[config.mk]
export PLATFORM = sky130hd
export DESIGN_NAME = sbit_accum
export DESIGN_NICKNAME = d
export VERILOG_FILES = /design/src/rtl/sbit_accum.sv
export SDC_FILE = /design/constraint.sdc
export NUM_CORES = 1
export LEC_CHECK = 0
export ABC_AREA = 1
export BUFFER_PORTS_ARGS = -buffer_cell sky130_fd_sc_hd__buf_4
export CAP_MARGIN = 40
export CORE_MARGIN = 2
export CORE_UTILIZATION = 49
export DETAILED_ROUTE_END_ITERATION = 16
export PLACE_DENSITY_LB_ADDON = 0.12
export SETUP_SLACK_MARGIN = 0.5
export SYNTH_ARGS = -nofsm -noshare
export SYNTH_HDL_FRONTEND = slang
export SYNTH_SLANG_ARGS = --single-unit
export TNS_END_PERCENT = 10
[constraint.sdc]
create_clock -name clk -period 3.5 [get_ports clk]
set_input_delay 0.175 -clock clk [delete_from_list [all_inputs] [get_ports clk]]
set_output_delay 0.175 -clock clk [all_outputs]
set_load 0.005 [all_outputs]
[src/rtl/sbit_accum.sv]
// sbit_accum: converts a unary stochastic bitstream back to binary.
// Counts the ones over a window of 2^WINLOG valid samples. The result is registered and
// offered on a valid/ready handshake.
// Build option SBIT_ACCUM_BIPOLAR_EN: when defined, the result is bipolar two's
// complement, (ones - 2^(WINLOG-1)) << (DATAWD-WINLOG). When undefined, the result is
// unipolar unsigned, ones << (DATAWD-WINLOG).
module sbit_accum #(
    parameter int unsigned DATAWD = 8,
    parameter int unsigned WINLOG = DATAWD
) (
    input  logic            clk,
    input  logic            rst_n,
    input  logic            iStart,
    input  logic            iBit,
    input  logic            iBitValid,
    input  logic            iReady,
    output logic            oBusy,
    output logic            oValid,
    output logic [DATAWD:0] oResult
);

    localparam int unsigned CntW  = WINLOG + 1;
    localparam int unsigned ResW  = DATAWD + 1;
    localparam int unsigned Shift = DATAWD - WINLOG;

    // Window length; needs the extra counter bit to be representable.
    localparam logic [CntW-1:0] WinLen = CntW'(1) << WINLOG;

    typedef enum logic [1:0] {StIdle, StAccum, StDone} state_e;

    state_e            state_q, state_d;
    logic [CntW-1:0]   ones_q, ones_d;
    logic [CntW-1:0]   samples_q, samples_d;
    logic [ResW-1:0]   result_q, result_d;
    logic              busy_q, valid_q;

    logic [CntW-1:0]   ones_inc;
    logic [CntW-1:0]   samples_inc;
    logic              last_sample;
    logic [ResW-1:0]   ones_ext;
    logic [ResW-1:0]   decoded;

    // Counts as they would stand after accepting the current sample.
    assign ones_inc    = ones_q + CntW'(iBit);
    assign samples_inc = samples_q + CntW'(1);
    assign last_sample = (samples_inc == WinLen);
    assign ones_ext    = ResW'(ones_inc);

`ifdef SBIT_ACCUM_BIPOLAR_EN
    localparam logic [ResW-1:0] HalfWin = ResW'(1) << (WINLOG - 1);

    // Offset to zero-centred two's complement; a left shift keeps the sign in modular math.
    assign decoded = (ones_ext - HalfWin) << Shift;
`else
    // Scale the count up to the full-scale 2^DATAWD range.
    assign decoded = ones_ext << Shift;
`endif

    // Next-state, counter and result-load logic.
    always_comb begin
        state_d   = state_q;
        ones_d    = ones_q;
        samples_d = samples_q;
        result_d  = result_q;
        unique case (state_q)
            StIdle: begin
                if (iStart) begin
                    state_d   = StAccum;
                    ones_d    = '0;
                    samples_d = '0;
                end
            end
            StAccum: begin
                if (iBitValid) begin
                    ones_d    = ones_inc;
                    samples_d = samples_inc;
                    if (last_sample) begin
                        state_d  = StDone;
                        result_d = decoded;
                    end
                end
            end
            StDone: begin
                // Result is held until taken; a start request alongside the take
                // chains straight into the next window.
                if (iReady) begin
                    if (iStart) begin
                        state_d   = StAccum;
                        ones_d    = '0;
                        samples_d = '0;
                    end else begin
                        state_d = StIdle;
                    end
                end
            end
            default: state_d = StIdle;
        endcase
    end

    // State, counters and registered outputs; reset discards any partial window.
    always_ff @(posedge clk or negedge rst_n) begin
        if (!rst_n) begin
            state_q   <= StIdle;
            ones_q    <= '0;
            samples_q <= '0;
            result_q  <= '0;
            busy_q    <= 1'b0;
            valid_q   <= 1'b0;
        end else begin
            state_q   <= state_d;
            ones_q    <= ones_d;
            samples_q <= samples_d;
            result_q  <= result_d;
            busy_q    <= (state_d == StAccum);
            valid_q   <= (state_d == StDone);
        end
    end

    assign oBusy   = busy_q;
    assign oValid  = valid_q;
    assign oResult = result_q;

endmodule

==> parameters.txt, run 1 <==
Parameter                              Value

Power and ir drop
  Static power due to leakage ... 0.942 nW
  Part of the power in registers ... 44.7%
  Switching portion of total power ... a little over two fifths
  Internal power contribution ... 0.000748 W
  Reported net switching power ... 0.000538 W
  Portion of total power attributed to combinational logic ... 38.6%
  Power density cells ... 662 nW/um^2
  Share of power burned in the clock network ... 16.6%
  Largest voltage drop on the vdd net ... 331 uV

CTS
  CTS HTree Levels ... 2
  Inserted Clock Buffers ... 5
  Clock root cell ... sky130_fd_sc_hd__clkbuf_4
  TritonCTS clock tree ... built
  Clock insertion delay at the later pin of the skew report ... 0.34 ns
  Post-CTS Setup Inserts ... 0
  Cells resized by post-CTS repair ... 0
  Hold buffers post-CTS ... 1
  Max Root-Sink Buffers ... 2
  TritonCTS sink count ... 31
  Worst-path clk slew ... about 0.090 ns

Setup path
  Type of element capturing the critical path ... flop
  CP startpoint kind ... flop
  Slowest cell on crit path ... sky130_fd_sc_hd__dfrtp_1
  Cells along the critical path ... inv_1, nor2_1, buf_4, nand2_1, nand2_1, o21ai_0
  Flop2flop setup slack ... 1.59 ns
  Largest driver fanout on the critical path ... 13
  Arrival time worst endpoint ... around 2.2 ns
  Cell mode on critical path ... sky130_fd_sc_hd__nand2_1
  Critical Path Max Stage Delay ... around 0.43 ns
  Worst Path Required ... ~3.8 ns
  Path type of the worst setup path ... flop to flop
  Worst flop-to-flop path startpoint ... state_q[0]
  Launch point of the worst path ... state_q[0]

Die
  Die Footprint ... 4030 um^2
  Die Width ... 63.4 um
  Core area ... 3360 um^2
  Number of rows created at floorplan ... 21
  Initial Utilization ... around half
  Num ports ... 17
  Die Height ... 63.4 um

Global routing
  Final global-route overflow total ... 0
  Initial antenna violation count ... 0
  Pin count of the biggest net entering global routing ... 32
  Vias in the first global route ... 1416
  Global-route wire length before repair ... 6300 um
  GRT Util Overall ... 20.5%

Timing
  Timing-limited maximum frequency ... 524 MHz
  Clock period minus worst slack ... 1.91 ns
  Final-layout setup total negative slack ... 0 ns
  Final setup margin ... 1.59 ns
  Worst Hold Slack ... 0.133 ns
  RSZ-0062 raised after global routing ... false
  Hold violation count in the final report ... 0
  Worst Clk Skew ... 0.00696 ns
  Max_slew headroom ... between 70% and 80%
  Final setup violation count ... 0
  Slew at the pin closest to its max-slew limit ... 0.448 ns
  Final period util ... 54.6%
  Final Max Slew Viols ... 0

Final layout
  Count of fill cells added during filler insertion ... 311
  Multi-input gate area ... 845 um^2
  Area of all sequential standard cells ... 776 um^2
  Area added between synthesis and finish ... 12.2%
  Fraction of final layout cells sized beyond drive strength 1 ... 23.5%
  Number of nets at the end of the flow ... between 200 and 250
  Diodes inserted ... 0
  Core utilization of the finished layout ... between 50% and 60%

Routing
  Detailed-route DRC error count ... 0
  Antenna-violating nets left ... 0
  DRC violation total after the first TritonRoute iteration ... 63
  Post-DR wirelength/cell ... 13.2 um
  Wire length reported by the detailed router ... around 3600 um
  Via count ... 1431
  Post-detailed-route via-to-cell ratio ... between 5 and 6
  First drt pass iteration count ... 4

Logic synthesis
  Leading cell types by total area after synthesis ... sky130_fd_sc_hd__dfrtp_1 (45%), sky130_fd_sc_hd__nand2_1 (12%), sky130_fd_sc_hd__nand3_1 (5.5%)
  Number of enable flip-flop cells after synthesis ... 0
  Net count of the mapped netlist ... 217
  Number of synthesized register bits ... 31
  Yosys synthesis warning count ... 0
  Share of Yosys cell area claimed by the top area cell type ... around 45%
  Most common cell in the netlist ... sky130_fd_sc_hd__nand2_1
  Summed instance area of the synthesized netlist ... 1730 um^2
  Post-synthesis cell type with the largest combined area ... sky130_fd_sc_hd__dfrtp_1
  Library cells used by synthesis ... 24
  Async SR Flop Fraction ... 100%
  Average cell area after synthesis ... 8.37 um^2
  Dominant register cell in the synthesized netlist ... sky130_fd_sc_hd__dfrtp_1
  Post-synthesis instance total ... 207
  Portion of the post-synthesis area used by sequential elements ... between 40% and 50%
  Ranking of synthesized cells by instance count ... sky130_fd_sc_hd__nand2_1 (57), sky130_fd_sc_hd__dfrtp_1 (31), sky130_fd_sc_hd__nand3_1 (19), sky130_fd_sc_hd__inv_1 (18), sky130_fd_sc_hd__nand2_2 (15)

Placed design
  Post-Place Worst Slack ... 1.60 ns
  HPWL reported at the end of detailed placement ... 2650 um
  Final RePlAce weighted congestion ... 0.869
  I/O Buffers ... 16

Outcome
  Outcome ... completed

Worst hold path
  Min-delay src ... iReady
  Worst min-delay path class ... input pin to flop

Job
  Max-capacitance violation count ... 0
placed cells by master, fill, tap and decap left out, types with 2 or more instances in the layout:
cell	instances
sky130_fd_sc_hd__buf_4	17
sky130_fd_sc_hd__clkbuf_4	5
sky130_fd_sc_hd__dfrtp_1	31
sky130_fd_sc_hd__ha_1	4
sky130_fd_sc_hd__inv_1	18
sky130_fd_sc_hd__nand2_1	57
sky130_fd_sc_hd__nand2_2	15
sky130_fd_sc_hd__nand3_1	19
sky130_fd_sc_hd__nand3_2	3
sky130_fd_sc_hd__nand4_1	10
sky130_fd_sc_hd__nor2_1	8
sky130_fd_sc_hd__nor2_2	3
sky130_fd_sc_hd__nor2_4	3
sky130_fd_sc_hd__o21ai_0	9
sky130_fd_sc_hd__o21ai_1	2
sky130_fd_sc_hd__o22ai_1	5
sky130_fd_sc_hd__xor2_1	8
sequential cells by signal, summed over array words and instances, names as in the netlist:
register	flops
state_q	2
ones_q	9
oValid	1
samples_q	9
oResult	9
oBusy	1
power groups by stage:
stage | Sequential, W | Combinational (W) | Clock, W
6_report | 0.000575 | 0.000497 | 0.000214
5_1_grt | 0.000592 | 0.000563 | 0.000241
4_1_cts | 0.000574 | 0.000499 | 0.000221
3_5_place_dp | 0.000581 | 0.000496 | 0
3_3_place_gp | 0.000574 | 0.000479 | 0
2_1_floorplan | 0.000561 | 0.000383 | 0
final cells by class:
cell class / count / area share, %
multi-input cells: 151 / 43.5
repair buffers: 18 / 7.08
clock inverters: 1 / 0.258
well taps: 46 / 2.96
flip-flops and latches: 31 / 39.9
clock buffers: 6 / 2.64
inverters: 19 / 3.67
worst max-delay path, delay by kind of cell (launching register included):
kind	cells	cell delay, ns
DFF	1	0.43
and+or+nand+nor	3	0.80
AOI/OAI and AO/OA	1	0.29
buffers and inverters	2	0.30
layer usage:
layer / vias up / routed length (um) / GRT usage, %
li1: 714 / - / -
met3: 11 / 170 / 6.61
met1: 668 / 1630 / 25.5
met2: 38 / 1690 / 33.4
met4: 0 / 88 / 7.61
met5: - / 0 / 0
path summary, 6_finish.rpt:
| check | end | cells after the start |
|---|---|---|
| min in group asynchronous | oBusy | 2 |
| hold reg to reg | oResult[3] | 2 |
| setup / recovery | ones_q[3] | 6 |
| setup reg to reg | ones_q[3] | 6 |
| max in group asynchronous | samples_q[4] | 2 |
| hold / removal | oValid | 3 |
cells by family (layout without fill, tap and decap cells):
group / Yosys count / after routing / synth area share, %
AO/OA/AOI/OAI: 16 / 16 / 4.99
XOR/XNOR: 8 / 8 / 4.05
adder cells (fa/ha/maj): 4 / 4 / 2.89
buffers and inverters: 25 / 44 / 6.43
flip-flops: 31 / 31 / 44.8
AND/OR/NAND/NOR: 123 / 123 / 36.9
metrics by stage:
stage / power, W / cell area [um^2] / std cells
final: 0.00129 / 1940 / 272
after global routing: 0.00140 / 1940 / 272
after CTS: 0.00129 / 1940 / 272
after detailed placement: 0.00108 / 1880 / 264
after global placement: 0.00105 / 1880 / 264
after floorplan: 0.000944 / 1730 / 207
(Power assumes the default switching activity.)
==> run 2, diff against run 1 <==
==> constraint.sdc (replaced) <==
create_clock -name clk -period 1.6 [get_ports clk]
set_input_delay 0.08 -clock clk [delete_from_list [all_inputs] [get_ports clk]]
set_output_delay 0.08 -clock clk [all_outputs]
set_load 0.005 [all_outputs]
==> parameters.txt, run 2 (synthesis results as in run 1) <==
Parameter                              Value

Global routing
  Final global-route overflow total ... 0 (unchanged)
  Pin count of the biggest net entering global routing ... 32 (unchanged)
  GRT Util Overall ... 21.0% (was 20.5%)
  Vias in the first global route ... 1454 (was 1416)
  Initial antenna violation count ... 0 (unchanged)
  Global-route wire length before repair ... 6620 um (was 6300 um)

Routing
  Post-detailed-route via-to-cell ratio ... 5.24 (was 5.26)
  First drt pass iteration count ... 4 (unchanged)
  DRC violation total after the first TritonRoute iteration ... 84 (was 63)
  Post-DR wirelength/cell ... 13.7 um (was 13.2 um)
  Wire length reported by the detailed router ... 3870 um (was 3580 um)
  Detailed-route DRC error count ... 0 (unchanged)
  Antenna-violating nets left ... 0 (unchanged)
  Via count ... 1482 (was 1431)

Worst hold path
  Hold Path Depth ... 3 (unchanged)
  Worst min-delay path class ... input pin to flop (unchanged)
  Min-delay src ... iReady (unchanged)
  Sink of the worst hold path ... state_q[1] (was oValid)

Die
  Die Footprint ... 4030 um^2 (unchanged)
  Number of rows created at floorplan ... 21 (unchanged)
  Die Height ... 63.4 um (unchanged)
  Num ports ... 17 (unchanged)
  Initial Utilization ... 51.5% (unchanged)
  Die Width ... 63.4 um (unchanged)
  Core area ... 3360 um^2 (unchanged)

Setup path
  Path type of the worst setup path ... flop to flop (unchanged)
  Slowest cell on crit path ... sky130_fd_sc_hd__dfrtp_1 (unchanged)
  Cell mode on critical path ... sky130_fd_sc_hd__nand3_2 (was sky130_fd_sc_hd__nand2_1)
  Type of element capturing the critical path ... flop (unchanged)
  Reg2reg path depth ... 8 (was 6)
  Critical Path Max Stage Delay ... 0.43 ns (about the same)
  Reg-to-reg critical path endpoint ... oResult[0] (was ones_q[3])
  Worst flop-to-flop path startpoint ... samples_q[1] (was state_q[0])
  Arrival time worst endpoint ... 1.85 ns (was 2.16 ns)
  CP startpoint kind ... flop (unchanged)
  Cells along the critical path ... ha_4, nand3_2, xor2_2, nand3_4, nor2_8, nand3_2, nand2_2, nand2_1 (was inv_1, nor2_1, buf_4, nand2_1, nand2_1, o21ai_0)
  Largest driver fanout on the critical path ... 5 (was 13)
  Flop2flop setup slack ... -0.01 ns (was 1.59 ns)
  Worst Path Required ... 1.84 ns (was 3.75 ns)

Placed design
  Placed instance count ... 271 (was 264)
  I/O Buffers ... 16 (unchanged)
  HPWL reported at the end of detailed placement ... 2630 um (was 2650 um)
  Final RePlAce weighted congestion ... 0.856 (was 0.869)
  Post-Place Worst Slack ... -0.0532 ns (was 1.60 ns)
  Placed Area ... 1940 um^2 (was 1880 um^2)

CTS
  Clock insertion delay at the later pin of the skew report ... 0.34 ns (about the same)
  CTS HTree Levels ... 2 (unchanged)
  Worst-path clk slew ... 0.10 ns (was 0.09 ns)
  Clock root cell ... sky130_fd_sc_hd__clkbuf_4 (unchanged)
  Max Root-Sink Buffers ... 2 (unchanged)
  TritonCTS sink count ... 31 (unchanged)
  Inserted Clock Buffers ... 5 (unchanged)
  TritonCTS clock tree ... built (unchanged)

Timing
  RSZ-0062 raised after global routing ... true (was false)
  Max_slew headroom ... 73.4% (was 70.0%)
  Clock period minus worst slack ... 1.61 ns (was 1.91 ns)
  Final-layout setup total negative slack ... -0.0346 ns (was 0 ns)
  Worst Clk Skew ... 0.0153 ns (was 0.00696 ns)
  Final period util ... 101% (was 54.6%)
  Final Max Slew Viols ... 0 (unchanged)
  Slew at the pin closest to its max-slew limit ... 0.399 ns (was 0.448 ns)
  Final setup margin ... -0.0133 ns (was 1.59 ns)
  Timing-limited maximum frequency ... 620 MHz (was 524 MHz)
  Final setup violation count ... 4 (was 0)
  Hold violation count in the final report ... 0 (unchanged)

Final layout
  Diodes inserted ... 0 (unchanged)
  Fraction of final layout cells sized beyond drive strength 1 ... 43.5% (was 23.5%)
  Top library cells by usage in the layout, fill and taps aside ... sky130_fd_sc_hd__nand2_1 (43), sky130_fd_sc_hd__dfrtp_1 (30), sky130_fd_sc_hd__nand2_2 (25) (was sky130_fd_sc_hd__nand2_1 (57), sky130_fd_sc_hd__dfrtp_1 (31), sky130_fd_sc_hd__nand3_1 (19))
  Cell Count, Final, Fillers Out ... 283 (was 272)
  Fin area ... 2290 um^2 (was 1940 um^2)
  Number of nets at the end of the flow ... 246 (was 236)
  Core utilization of the finished layout ... 68.2% (was 57.8%)
  Most common cell after layout, fill and taps aside ... sky130_fd_sc_hd__nand2_1 (unchanged)
  Area added between synthesis and finish ... 32.4% (was 12.2%)

Job
  Max-capacitance violation count ... 0 (unchanged)

Power and ir drop
  Static power due to leakage ... 1.03 nW (was 0.942 nW)
  Largest voltage drop on the vdd net ... 1000 uV (was 331 uV)
  Power density cells ... 1510 nW/um^2 (was 662 nW/um^2)

Outcome
  Outcome ... complete, but fails checks (was completed)
  Failing checks ... setup timing
[run 2: worst max-delay path by stage]
| stage | startpoint | slack [ns] | cells past startpoint | end |
|---|---|---|---|---|
| after floorplan | samples_q[0] | -0.08 | 9 | oResult[0] |
| after global placement | samples_q[1] | 0.01 | 8 | oResult[5] |
| after detailed placement | samples_q[0] | -0.05 | 8 | oResult[6] |
| after CTS | samples_q[1] | 0.02 | 8 | oResult[2] |
| after global routing | samples_q[0] | -0.09 | 10 | oResult[4] |
| final | samples_q[1] | -0.01 | 8 | oResult[0] |
[run 2: stage by stage]
stage	hold WS, ns	total power (W)
final	0.0415	0.00346
after global routing	0.0434	0.00370
after CTS	0.0373	0.00334
after detailed placement	0.0350	0.00244
after global placement	0.0293	0.00239
after floorplan	-0.216	0.00208
[run 2: where the power goes]
| part | internal (W) | switching (W) |
|---|---|---|
| Combinational | 0.000632 | 0.000891 |
| Clock | 0.000369 | 0.000279 |
| Sequential | 0.00103 | 0.000259 |
| Total | 0.00203 | 0.00143 |
[run 2: layout make-up]
type	instances	area [um^2]
multi-input combinational	152	1080
fill	259	1070
sequential	31	777
timing repair buffer	27	221
inverter	19	75.1
tap	46	57.6
clock buffer	6	51.3
clock inverter	2	35.0
[run 2: critical path, delay by kind of cell, from the launching register on]
kind / cells / cell delay (ns)
simple gates: 6 / 0.67
flops: 1 / 0.43
xor+xnor: 1 / 0.22
fa+ha+maj: 1 / 0.20
[run 2: timing repair]
item                                    in CTS  in global routing
endpoints found under the setup margin      31                 31
endpoints found under the hold margin       31                  0
hold buffers                                 1                  0
setup buffers                                1                  0
gates cloned                                 1                  1
resized for setup                           49                 16
pin swaps                                   43                 28
[run 2: metal layers]
metal / vias up / wire length [um] / GRT usage, %
met3: 8 / 151 / 4.11
met1: 709 / 1750 / 28.1
li1: 734 / - / -
met2: 31 / 1880 / 33.6
met5: - / 0 / 0
met4: 0 / 85 / 8.15
